==> config.mk <==
export PLATFORM = sky130hd
export DESIGN_NAME = muldiv_controller
export DESIGN_NICKNAME = d
export VERILOG_FILES = /design/src/rtl/muldiv_controller.sv
export SDC_FILE = /design/constraint.sdc
export NUM_CORES = 1
export LEC_CHECK = 0
export BUFFER_PORTS_ARGS = -buffer_cell sky130_fd_sc_hd__buf_2
export CAP_MARGIN = 10
export CORE_MARGIN = 3
export CORE_UTILIZATION = 61
export CTS_CLUSTER_SIZE = 30
export DETAILED_ROUTE_END_ITERATION = 6
export PLACE_DENSITY = 0.8
export RECOVER_POWER = 100
export SLEW_MARGIN = 10
export SYNTH_ARGS = -nofsm -noshare
export SYNTH_HDL_FRONTEND = slang
export SYNTH_SLANG_ARGS = --single-unit
==> constraint.sdc <==
create_clock -name clk -period 4.38 [get_ports clk]
set_clock_uncertainty 0.05 [all_clocks]
set_input_delay 0.876 -clock clk [delete_from_list [all_inputs] [get_ports clk]]
set_output_delay 0.876 -clock clk [all_outputs]
set_load 0.1 [all_outputs]
==> src/rtl/muldiv_controller.sv <==
// Iterative M-extension sequencer for the EX stage: MUL/MULHU by shift-add,
// DIVU/REMU by restoring division, one bit per cycle, stalling the front end.
module muldiv_controller #(
   parameter int XLEN   = 32,
   parameter int ITER_W = 5
) (
   input  logic            clk,
   input  logic            rst,
   input  logic            ex_valid,
   input  logic [1:0]      ex_op,
   input  logic [XLEN-1:0] ex_rs1_val,
   input  logic [XLEN-1:0] ex_rs2_val,
   input  logic            flush_ex,
   output logic            stall_md,
   output logic            busy,
   output logic            result_valid,
   output logic [XLEN-1:0] result
);

   typedef enum logic [1:0] {IDLE, RUN, DONE} state_t;

   state_t              state;
   logic [ITER_W-1:0]   cnt;
   logic [2*XLEN-1:0]   acc;
   logic [XLEN-1:0]     opa;
   logic [XLEN-1:0]     opb;
   logic [1:0]          op;

   logic                accept;
   logic                last;
   logic                div_zero;
   logic [2*XLEN-1:0]   acc_nxt;
   logic [XLEN-1:0]     opa_nxt;
   logic [XLEN-1:0]     opb_nxt;

   // Add the multiplicand into the upper half, then shift the whole pair right;
   // the add's carry lands in the MSB so no product bit is lost.
   function automatic logic [2*XLEN-1:0] mul_step(input logic [2*XLEN-1:0] a,
                                                  input logic [XLEN-1:0]   mcand,
                                                  input logic              add);
      logic [XLEN:0] sum;
      sum = {1'b0, a[2*XLEN-1:XLEN]} + (add ? {1'b0, mcand} : {(XLEN+1){1'b0}});
      return {sum, a[XLEN-1:1]};
   endfunction

   // acc holds {remainder, quotient}; din is the next dividend bit shifted in.
   function automatic logic [2*XLEN-1:0] div_step(input logic [2*XLEN-1:0] a,
                                                  input logic              din,
                                                  input logic [XLEN-1:0]   divisor);
      logic [XLEN:0]   rem;
      logic [XLEN+1:0] diff;
      rem  = {a[2*XLEN-1:XLEN], din};
      diff = {1'b0, rem} - {2'b00, divisor};
      if (diff[XLEN+1])
         return {rem[XLEN-1:0], a[XLEN-2:0], 1'b0};
      else
         return {diff[XLEN-1:0], a[XLEN-2:0], 1'b1};
   endfunction

   assign accept   = (state == IDLE) && ex_valid && !flush_ex;
   assign last     = (cnt == {ITER_W{1'b1}});
   assign div_zero = ex_op[1] && (ex_rs2_val == '0);

   assign stall_md     = accept || ((state == RUN) && !flush_ex);
   assign result_valid = (state == DONE) && !flush_ex;

   // Dividend shifts out of opa's MSB; multiplier shifts out of opb's LSB.
   always_comb begin
      acc_nxt = acc;
      opa_nxt = opa;
      opb_nxt = opb;
      if (op[1]) begin
         acc_nxt = div_step(acc, opa[XLEN-1], opb);
         opa_nxt = {opa[XLEN-2:0], 1'b0};
      end else begin
         acc_nxt = mul_step(acc, opa, opb[0]);
         opb_nxt = {1'b0, opb[XLEN-1:1]};
      end
   end

   always_ff @(posedge clk) begin
      if (rst) begin
         state  <= IDLE;
         busy   <= 1'b0;
         result <= '0;
         cnt    <= '0;
         acc    <= '0;
         opa    <= '0;
         opb    <= '0;
         op     <= '0;
      end else begin
         case (state)
            IDLE: begin
               if (accept) begin
                  opa  <= ex_rs1_val;
                  opb  <= ex_rs2_val;
                  op   <= ex_op;
                  acc  <= '0;
                  cnt  <= '0;
                  busy <= 1'b1;
                  if (div_zero) begin
                     state  <= DONE;
                     result <= ex_op[0] ? ex_rs1_val : {XLEN{1'b1}};
                  end else begin
                     state <= RUN;
                  end
               end
            end
            RUN: begin
               if (flush_ex) begin
                  state <= IDLE;
                  busy  <= 1'b0;
               end else begin
                  acc <= acc_nxt;
                  opa <= opa_nxt;
                  opb <= opb_nxt;
                  cnt <= cnt + 1'b1;
                  if (last) begin
                     state  <= DONE;
                     result <= op[0] ? acc_nxt[2*XLEN-1:XLEN] : acc_nxt[XLEN-1:0];
                  end
               end
            end
            DONE: begin
               state <= IDLE;
               busy  <= 1'b0;
            end
            default: begin
               state <= IDLE;
               busy  <= 1'b0;
            end
         endcase
      end
   end

endmodule
==> summary.md <==
| Metric | Value |
|---|---|
| Status | `finished, violations left` |
| Failing checks | `DRC, capacitance limit, slew limit` |
| Final Max Tran Viols | `65` |
| Mapped Cells | `1528` |
| Tightest Pin Transition | `2.99 ns` |
| Number of synthesized flops with an enable pin | `0` |
| Share of the synthesized area in the top cell type | `0.288` |
| Clock buffer depth | `2` |
| Critical path arrival | `3.16 ns` |
| WS Path Type | `reg -> out` |
| Mean post-synth cell area | `7.73 µm²` |
| CP peak stage delay | `0.75 ns` |
| Post-Synth XOR/XNOR Area | `0.0348` |
| Largest net degree at the start of global routing | `86` |
| Placer congestion estimate | `0.951` |
| Area contributors post-synth | `dfxtp_1 29%, ha_1 7.1%, nor2_1 6.3%` |
| Slew margin rel. | `-0.995` |
| Critical path cell sequence | `nand2b_2 -> nor2_1 -> nor2_2 -> inv_1 -> clkbuf_2` |
| Static leakage | `5.24 nW` |
| Clock Latency Late Sink | `0.44 ns` |
| Metal-1 WL | `14700 µm` |
| Syn nets | `1667` |
| Adder-cell share of the synthesized area | `0.0743` |
| First-pass iteration count of the detailed router | `7` |
| Post-layout util | `0.686` |
| Hpwl dp | `26000 µm` |
| CTS tree | `done` |
| Number of setup violations in the final report | `0` |
| Post-route setup TNS | `0 ns` |
| First-pass GRT wire length | `57100 µm` |
| Via count | `11.9k` |
| Layout cells sized above 1 | `0.115` |
| Post-CTS setup buffer count | `0` |
| Sequential share of the synthesized area | `0.288` |
| Routed Antenna Nets | `0` |
| Area Overhead vs Synth | `9.77%` |
| Core area | `0.0189 mm²` |
| Commonest non-fill, non-tap cell in the layout | `nor2_1` |
| Clk sinks | `170` |
| Largest family of logic cells by synthesized area | `compound AO/OA/AOI/OAI gates` |
| Cell area after synthesis | `0.0118 mm²` |
| Yosys reg bits | `170` |
| Drt wl/cell | `19.4 µm` |
| RSZ-0062 raised after global routing | `false` |
| Final Hold Viols | `0` |
| Simple-Gate Fraction of Synth Area | `0.225` |
| Number of hold buffers added after CTS | `0` |
| CP endpoint kind | `output pin` |
| Max cap viols | `1` |
| Synth Area in Compound Gates | `0.266` |
| Final min period | `4.09 ns` |
| Worst VDD drop | `0.327 mV` |
| Fmax achieved | `245 MHz` |
| Nets | `1709` |
| Uppermost layer routed | `met5` |
| Metal2 WL | `17000 µm` |
| Post-route DRC | `1` |
| Yosys top cell by area | `dfxtp_1` |
| Synth Flop Type | `dfxtp_1` |
| Port Buffers | `104` |
| Pwr dens | `333 mW/mm²` |
| DRT iter0 DRCs | `977` |
| Mux cell area share after synthesis | `0.0574` |
| Commonest non-fill, non-tap cells in the layout | `196 x nor2_1, 192 x nand2_1, 169 x dfxtp_1` |
| CP startpoint kind | `flip-flop` |
| Cts repair resizes | `0` |
| Crit share post-route | `0.934` |
| Clock root cell | `clkbuf_16` |
| Routed wl met3 | `2140 µm` |
| GRT overflow | `0` |
| Row cnt | `50` |
| Slowest-stage cell, CP | `dfxtp_1` |
| Share of async-settable or async-resettable flops after synthesis | `0` |
| Antenna violations before repair | `1` |
| Die ar. | `0.0211 mm²` |
| CP max FO | `50` |
| Vias in the first global route | `11.2k` |
| Initial Utilization | `0.625` |
| TritonCTS Buffers | `17` |
| GRT Total Usage | `0.329` |
| Die width | `145 µm` |
| Yosys warning total | `0` |
| Worst min path class | `reg -> reg` |
| Required time at the worst-slack endpoint | `3.45 ns` |
| Clk slew on worst S/H paths | `0.07 ns` |
| H-tree depth | `4` |
| Netlist cell types | `88` |
| I/O pin cnt | `105` |
| Total Wirelength | `35800 µm` |
| DR vias/cell | `6.46` |
| Diodes inserted | `0` |
| Die H | `145 µm` |
-- through the flow --
step           instances  cell area [µm²]  hold WS, ns  worst slack, ns  total power, mW
4_1_cts             1843            13100        0.411            0.591             4.32
6_report            1843            13000        0.414            0.291             4.32
3_3_place_gp        1811            12500        0.391            0.678             2.78
2_1_floorplan       1528            11800        0.402            0.180             2.53
5_1_grt             1843            13000        0.433            0.166             4.48
3_5_place_dp        1811            12500        0.401            0.591             2.80
-- worst max-delay path, delay by kind of cell (launching register included) --
kind	cells	cell delay, ns
flops	1	0.75
simple gates	3	1.26
buf+inv	2	0.70
-- sequential cells by signal, indices dropped and copies added, names as in the netlist --
name    cells
opa        32
opb        32
cnt         5
state       2
op          2
acc        64
result     32
busy        1
-- final timing paths --
kind	depth (start not counted)	slack [ns]	endpoint	startpoint
max	5	0.29	stall_md	state[0]
min	2	0.41	result[19]	result[19]
max reg2reg	13	0.46	result[28]	opb[0]
min reg2reg	2	0.41	result[19]	result[19]
-- layer usage --
layer / global-route usage / vias to the layer above
li1: - / 5679
met1: 0.407 / 5599
met2: 0.553 / 504
met3: 0.0490 / 119
met4: 0.174 / 2
met5: 0 / -
-- Yosys cell counts, types with 4 or more instances --
cell type / n
nor2_1: 197
nand2_1: 192
dfxtp_1: 170
a21oi_1: 93
clkbuf_1: 93
a311oi_1: 70
ha_1: 67
o21ai_0: 59
inv_1: 55
a22oi_1: 39
nor3_1: 38
and2_1: 36
mux2_2: 34
a21o_1: 33
xnor2_1: 27
mux2i_1: 25
a211oi_1: 22
xor2_1: 20
a31oi_1: 18
a22o_1: 17
nor4_1: 17
or3_1: 14
nand3_1: 13
nor2b_1: 12
and3_1: 11
nand4_1: 11
o211ai_1: 9
nand2b_1: 8
o21a_1: 8
o21bai_1: 8
buf_1: 6
o221ai_1: 6
nand3b_1: 5
a31o_2: 4
o2111ai_1: 4
o31a_1: 4
o31ai_1: 4
-- layout make-up --
cell class	count	area [µm²]
fill	1642	5920
inverter	58	218
sequential	170	3400
timing repair buffer	127	651
clock buffer	18	439
clock inverter	14	151
tap	260	325
multi-input combinational	1196	7780
-- where the power goes --
| group | internal (mW) | switching, mW |
|---|---|---|
| clock network | 0.779 | 0.762 |
| logic | 0.349 | 0.713 |
| registers | 1.64 | 0.0795 |
| total | 2.76 | 1.55 |
-- cells by family after synthesis --
| group | count (synthesis) |
|---|---|
| AND/OR/NAND/NOR | 576 |
| AO/OA/AOI/OAI | 443 |
| flip-flops | 170 |
| buffers and inverters | 162 |
| adder cells (fa/ha/maj) | 69 |
| multiplexers | 61 |
| XOR/XNOR | 47 |
Note: power is estimated with default switching activity, not from simulation.
